$ cat config.mk
export PLATFORM = sky130hd
export DESIGN_NAME = flash_scheduler
export DESIGN_NICKNAME = d
export VERILOG_FILES = /design/src/rtl/flash_scheduler.sv
export SDC_FILE = /design/constraint.sdc
export NUM_CORES = 1
export LEC_CHECK = 0
export CORE_ASPECT_RATIO = 1.2
export CORE_UTILIZATION = 45
export DETAILED_ROUTE_END_ITERATION = 12
export GPL_ROUTABILITY_DRIVEN = 0
export PLACE_DENSITY_LB_ADDON = 0.2
export SLEW_MARGIN = 40
export SYNTH_ARGS = -nofsm -noshare
export SYNTH_HDL_FRONTEND = slang
export SYNTH_SLANG_ARGS = --single-unit
export TNS_END_PERCENT = 100
$ cat constraint.sdc
create_clock -name clk -period 2.83 [get_ports clk]
set_clock_uncertainty 0.15 [all_clocks]
set_input_delay 0.566 -clock clk [delete_from_list [all_inputs] [get_ports clk]]
set_output_delay 0.566 -clock clk [all_outputs]
set_load 0.005 [all_outputs]
$ cat src/rtl/flash_scheduler.sv
// flash_scheduler: round-robin owner of one shared bound_flasher lamp bar.
// Optional FLASH_SCHED_STATS_EN adds saturating per-requester done counters and a timeout counter.
module flash_scheduler #(
    parameter int NREQ    = 4,
    parameter int LAMP_W  = 16,
    parameter int TIMEOUT = 1024,
    parameter int TO_W    = 11
) (
    input  logic              clk,
    input  logic              rst,
    input  logic [NREQ-1:0]   req,
    output logic [NREQ-1:0]   grant,
    output logic [NREQ-1:0]   done,
    output logic              flick,
    input  logic [LAMP_W-1:0] lamps,
    output logic              busy,
    output logic              to_err
`ifdef FLASH_SCHED_STATS_EN
    ,
    output logic [NREQ*8-1:0] grant_cnt,
    output logic [7:0]        to_cnt
`endif
);
    localparam int PW = (NREQ > 1) ? $clog2(NREQ) : 1;

    typedef enum logic [1:0] {IDLE, START, RUN, DONE} state_t;

    state_t          state, state_nxt;
    logic [PW-1:0]   rr_ptr, rr_nxt, cur, cur_nxt, win;
    logic [TO_W-1:0] timer, timer_nxt;
    logic [NREQ-1:0] grant_nxt, done_nxt;
    logic            quiet, quiet_nxt, flick_nxt, to_err_nxt, lit, expire;

    assign lit    = |lamps;
    assign expire = timer == TO_W'(TIMEOUT - 2);

    // Scan downward so the requester closest to rr_ptr is the last (winning) assignment.
    always_comb begin
        win = rr_ptr;
        for (int k = NREQ - 1; k >= 0; k--)
            if (req[(int'(rr_ptr) + k) % NREQ]) win = PW'((int'(rr_ptr) + k) % NREQ);
    end

    always_comb begin
        state_nxt  = state;
        grant_nxt  = grant;
        done_nxt   = '0;
        flick_nxt  = 1'b0;
        to_err_nxt = 1'b0;
        timer_nxt  = timer + TO_W'(1);
        quiet_nxt  = 1'b0;
        cur_nxt    = cur;
        rr_nxt     = rr_ptr;
        case (state)
            IDLE: begin
                timer_nxt = '0;
                if (|req) begin
                    state_nxt = START;
                    grant_nxt = NREQ'(1) << win;
                    flick_nxt = 1'b1;
                    cur_nxt   = win;
                end
            end
            START:
                if (lit) begin
                    state_nxt = RUN;
                    timer_nxt = '0;
                end else if (expire) begin
                    state_nxt  = DONE;
                    to_err_nxt = 1'b1;
                end else flick_nxt = 1'b1;
            // Two zero samples in a row are needed: one all-off cycle is just a phase gap.
            RUN:
                if (!lit && quiet) state_nxt = DONE;
                else if (expire) begin
                    state_nxt  = DONE;
                    to_err_nxt = 1'b1;
                end else quiet_nxt = !lit;
            DONE: begin
                state_nxt = IDLE;
                timer_nxt = '0;
            end
        endcase
        if (state_nxt == DONE && state != DONE) begin
            done_nxt  = grant;
            grant_nxt = '0;
            rr_nxt    = (cur == PW'(NREQ - 1)) ? '0 : cur + PW'(1);
        end
    end

    always_ff @(posedge clk or posedge rst)
        if (rst) begin
            state  <= IDLE;
            grant  <= '0;
            done   <= '0;
            flick  <= 1'b0;
            busy   <= 1'b0;
            to_err <= 1'b0;
            timer  <= '0;
            quiet  <= 1'b0;
            cur    <= '0;
            rr_ptr <= '0;
        end else begin
            state  <= state_nxt;
            grant  <= grant_nxt;
            done   <= done_nxt;
            flick  <= flick_nxt;
            busy   <= state_nxt != IDLE;
            to_err <= to_err_nxt;
            timer  <= timer_nxt;
            quiet  <= quiet_nxt;
            cur    <= cur_nxt;
            rr_ptr <= rr_nxt;
        end

`ifdef FLASH_SCHED_STATS_EN
    always_ff @(posedge clk or posedge rst)
        if (rst) begin
            grant_cnt <= '0;
            to_cnt    <= '0;
        end else begin
            for (int i = 0; i < NREQ; i++)
                if (done_nxt[i] && grant_cnt[8*i +: 8] != 8'hff)
                    grant_cnt[8*i +: 8] <= grant_cnt[8*i +: 8] + 8'd1;
            if (to_err_nxt && to_cnt != 8'hff) to_cnt <= to_cnt + 8'd1;
        end
`endif
endmodule
==> impl_results.html <==
<table>
<tr><th>Metric</th><th>Value</th></tr>
<tr><th colspan="2">STA</th></tr>
<tr><td>Final Hold Fails</td><td>0</td></tr>
<tr><td>Worst path setup slack after routing</td><td>324 ps</td></tr>
<tr><td>Max frequency</td><td>399 MHz</td></tr>
<tr><td>Unrepaired setup endpoints after global routing</td><td>false</td></tr>
<tr><td>Actual slew at the worst max-slew pin</td><td>581 ps</td></tr>
<tr><td>Hold slack final</td><td>316 ps</td></tr>
<tr><td>Share of the clock period used by the worst path after layout</td><td>0.886</td></tr>
<tr><td>Total of endpoints with negative setup slack in the final report</td><td>0</td></tr>
<tr><td>Final slew viol count</td><td>0</td></tr>
<tr><td>Worst slew margin</td><td>0.608</td></tr>
<tr><td>Fin crit period</td><td>2510 ps</td></tr>
<tr><th colspan="2">Power and ir drop</th></tr>
<tr><td>Total power</td><td>0.00155 W</td></tr>
<tr><td>Static leakage power</td><td>0.871 nW</td></tr>
<tr><td>Peak ir drop on the vdd network</td><td>0.458 mV</td></tr>
<tr><td>Power per standard cell area</td><td>773 nW/µm²</td></tr>
<tr><th colspan="2">Route</th></tr>
<tr><td>Routed via count</td><td>1251</td></tr>
<tr><td># DRC</td><td>0</td></tr>
<tr><td>DR WL/cell</td><td>12.7 µm</td></tr>
<tr><td>Number of iterations in the first detailed-routing pass</td><td>6</td></tr>
<tr><td>First DRT Iteration DRCs</td><td>11</td></tr>
<tr><td>Number of antenna-violating nets in the routed design</td><td>0</td></tr>
<tr><td>Per-cell via count in the routed design</td><td>5.39</td></tr>
<tr><td>Aggregate routed wire length</td><td>2960 µm</td></tr>
<tr><th colspan="2">Clock network</th></tr>
<tr><td>Clock H-tree levels</td><td>2</td></tr>
<tr><td>Clock slew at the register clock pins of the worst setup and hold paths</td><td>90 ps</td></tr>
<tr><td>CTS tree</td><td>done</td></tr>
<tr><td>TritonCTS Sinks</td><td>29</td></tr>
<tr><td>Quantity of gates resized following cts</td><td>0</td></tr>
<tr><td>Later-pin clock latency in the skew report</td><td>330 ps</td></tr>
<tr><td>CTS Buf Count</td><td>5</td></tr>
<tr><td>Maximum clock path buffer count</td><td>2</td></tr>
<tr><td>Cts hold-fix bufs</td><td>0</td></tr>
<tr><td>Clock Tree Root</td><td>sky130_fd_sc_hd__clkbuf_4</td></tr>
<tr><td>Post-CTS Repair Setup Buffers</td><td>0</td></tr>
<tr><th colspan="2">GRT</th></tr>
<tr><td>Antenna violations before repair</td><td>0</td></tr>
<tr><td>Pin count of the biggest net entering global routing</td><td>30</td></tr>
<tr><td>Global-route wire length before repair</td><td>4990 µm</td></tr>
<tr><td>Aggregate global-route resource usage</td><td>0.199</td></tr>
<tr><td>Number of global-route vias before repair</td><td>1242</td></tr>
<tr><td>Grt ovf</td><td>0</td></tr>
<tr><th colspan="2">Yosys</th></tr>
<tr><td>Post-synthesis cell type count</td><td>37</td></tr>
<tr><td>Biggest area consumer among synthesized cells</td><td>sky130_fd_sc_hd__dfrtp_1</td></tr>
<tr><td>Synth Area per Inst</td><td>10.0 µm²</td></tr>
<tr><td>Post-synthesis net count</td><td>178</td></tr>
<tr><td>Most frequent cell after synthesis</td><td>sky130_fd_sc_hd__dfrtp_1</td></tr>
<tr><td>List of most frequent post-synthesis cells</td><td>sky130_fd_sc_hd__dfrtp_1 (29), sky130_fd_sc_hd__nor2_1 (24), sky130_fd_sc_hd__nand2_1 (16)</td></tr>
<tr><td>Multiplexer fraction of the synthesized cell area</td><td>0.0201</td></tr>
<tr><td>Sequential area share after synthesis</td><td>0.485</td></tr>
<tr><td>Cells after synthesis</td><td>149</td></tr>
<tr><td>Largest family of logic cells by synthesized area</td><td>simple AND/OR/NAND/NOR gates</td></tr>
<tr><td>Adder-cell share of the synthesized area</td><td>0.0586</td></tr>
<tr><td>Simple-gate area share of the yosys netlist</td><td>0.242</td></tr>
<tr><td>Area contributors post-synth</td><td>sky130_fd_sc_hd__dfrtp_1 (49%), sky130_fd_sc_hd__nor2_1 (6.0%), sky130_fd_sc_hd__ha_1 (5.9%)</td></tr>
<tr><td>Summed instance area of the synthesized netlist</td><td>1500 µm²</td></tr>
<tr><td>Post-synthesis async set-or-reset flop share</td><td>1.00</td></tr>
<tr><td>Warnings, synthesis</td><td>0</td></tr>
<tr><td>Number of flops mapped to enable cells by yosys</td><td>0</td></tr>
<tr><td>Synth Register Bits</td><td>29</td></tr>
<tr><td>Parity-gate share of the synthesized area counting xor and xnor cells</td><td>0.0527</td></tr>
<tr><td>Compound-cell area share of the yosys netlist</td><td>0.109</td></tr>
<tr><td>Portion of synthesized cell area occupied by the leading cell type</td><td>0.485</td></tr>
<tr><td>Flip-flop cell with the highest count after synthesis</td><td>sky130_fd_sc_hd__dfrtp_1</td></tr>
<tr><th colspan="2">Die</th></tr>
<tr><td>Starting utilization of the core area</td><td>0.481</td></tr>
<tr><td>Die X-Extent</td><td>54.6 µm</td></tr>
<tr><td>Site row count</td><td>22</td></tr>
<tr><td>Die ar.</td><td>3560 µm²</td></tr>
<tr><td>Core Footprint</td><td>3110 µm²</td></tr>
<tr><td>I/O pin total</td><td>33</td></tr>
<tr><td>Chip Height</td><td>65.1 µm</td></tr>
<tr><th colspan="2">Min path</th></tr>
<tr><td>Path type of the worst min-delay path</td><td>flop to flop</td></tr>
<tr><td>Cell depth of the worst min-delay path</td><td>1</td></tr>
<tr><th colspan="2">Worst setup path</th></tr>
<tr><td>Critical setup path kind</td><td>input port to flop</td></tr>
<tr><td>Endpoint class of the critical path</td><td>flop</td></tr>
<tr><td>Crit path required time</td><td>2900 ps</td></tr>
<tr><td>Critical Path Start Type</td><td>input port</td></tr>
<tr><td>Depth of the most critical reg-to-reg path</td><td>7</td></tr>
<tr><td>Crit-path max FO</td><td>8</td></tr>
<tr><td>WP data arrival</td><td>2580 ps</td></tr>
<tr><th colspan="2">Final layout</th></tr>
<tr><td>Number of inserted diodes</td><td>0</td></tr>
<tr><td>Final-stage net count</td><td>224</td></tr>
<tr><td>Area growth syn-to-layout</td><td>34.1%</td></tr>
<tr><td>Layout cells sized above 1</td><td>0.138</td></tr>
<tr><th colspan="2">Placement</th></tr>
<tr><td>Worst Setup Slack post-DPL</td><td>-15.1 ps</td></tr>
<tr><td>Number of port buffers</td><td>32</td></tr>
<tr><td>Detailed Place HPWL</td><td>2300 µm</td></tr>
<tr><th colspan="2">Status</th></tr>
<tr><td>Result of the run</td><td>finished, final reports clean</td></tr>
<tr><th colspan="2">Flow run</th></tr>
<tr><td>MaxCap Viol Count</td><td>0</td></tr>
</table>
-- cell families after synthesis --
group,count (synthesis)
flops,29
buf+inv,11
fa+ha+maj,7
simple gates,70
compound gates,21
xor+xnor,9
mux,2
-- where the power goes --
part           switching, W  leakage, nW  total, W  internal (W)
Clock              0.000142       0.0455  0.000353      0.000211
Sequential        0.0000747        0.387  0.000583      0.000508
Combinational      0.000288        0.438  0.000614      0.000325
Total              0.000505        0.871   0.00155       0.00104
-- metal layers --
| metal | global-route usage | wire, µm |
|---|---|---|
| met1 | 0.206 | 1200 |
| met2 | 0.336 | 1530 |
| met3 | 0.0625 | 136 |
| met4 | 0.115 | 86 |
| met5 | 0 | 0 |
-- placed cells by master (no fill, tap or decap), types with 2 or more instances in the layout --
cell	synthesis	layout
sky130_fd_sc_hd__o21ai_0	2	2
sky130_fd_sc_hd__xor2_1	5	5
sky130_fd_sc_hd__dfrtp_1	29	29
sky130_fd_sc_hd__xnor2_1	4	4
sky130_fd_sc_hd__nand3_1	4	4
sky130_fd_sc_hd__nor2_1	24	24
sky130_fd_sc_hd__o22ai_1	3	3
sky130_fd_sc_hd__buf_4	0	11
sky130_fd_sc_hd__clkbuf_4	0	5
sky130_fd_sc_hd__nand2b_1	2	2
sky130_fd_sc_hd__mux2_4	2	2
sky130_fd_sc_hd__o41ai_1	2	2
sky130_fd_sc_hd__and4_1	2	2
sky130_fd_sc_hd__and2_1	4	4
sky130_fd_sc_hd__inv_1	7	7
sky130_fd_sc_hd__or2_2	2	2
sky130_fd_sc_hd__nand4_1	3	3
sky130_fd_sc_hd__clkdlybuf4s50_1	0	32
sky130_fd_sc_hd__nor2b_1	2	2
sky130_fd_sc_hd__nor4_1	5	5
sky130_fd_sc_hd__nand2_1	16	16
sky130_fd_sc_hd__a21oi_1	5	5
sky130_fd_sc_hd__ha_1	7	7
-- registers in the layout, indices dropped and copies added, names as in the netlist --
signal and count:
flick 1, done 4, quiet 1, grant 4, cur 2, to_err 1, busy 1, timer 11
rr_ptr 2, state 2
-- stage by stage --
step	area (µm²)	instances	util	TNS, ps
global placement	1920	224	0.617	0
finish	2010	232	0.645	0
global route	2010	232	0.645	0
floorplan	1500	149	-	0
detailed placement	1920	224	0.617	-51.1
CTS	2010	232	0.645	0
-- path summary, 6_finish.rpt --
kind | start | end | slack, ps
min in group asynchronous | rst | grant[2]$_DFFE_PP0P_ | 450
hold reg to reg | quiet$_DFF_PP0_ | quiet$_DFF_PP0_ | 320
setup reg to reg | timer[0]$_DFF_PP0_ | rr_ptr[1]$_DFFE_PP0P_ | 480
max in group asynchronous | rst | state[1]$_DFF_PP0_ | 1810
hold / removal | quiet$_DFF_PP0_ | quiet$_DFF_PP0_ | 320
setup / recovery | req[3] | done[2]$_DFF_PP0_ | 320
-- critical path, stage by stage --
cell and delay [ps]:
sky130_fd_sc_hd__clkdlybuf4s50_1 420, sky130_fd_sc_hd__buf_4 160, sky130_fd_sc_hd__or4_1 570, sky130_fd_sc_hd__nor3b_2 230
sky130_fd_sc_hd__nor2_1 60, sky130_fd_sc_hd__and4_1 250, sky130_fd_sc_hd__buf_4 170, sky130_fd_sc_hd__and2_1 150
-- final cells by class --
| cell class | count | area, µm² |
|---|---|---|
| multi-input cells | 109 | 721 |
| clock inverters | 1 | 30.0 |
| clock buffers | 7 | 55.1 |
| inverters | 7 | 26.3 |
| well taps | 36 | 45.0 |
| flip-flops and latches | 29 | 726 |
| repair buffers | 43 | 403 |
| fillers | 257 | 1100 |
No activity file was read; power rests on OpenSTA's default activity.
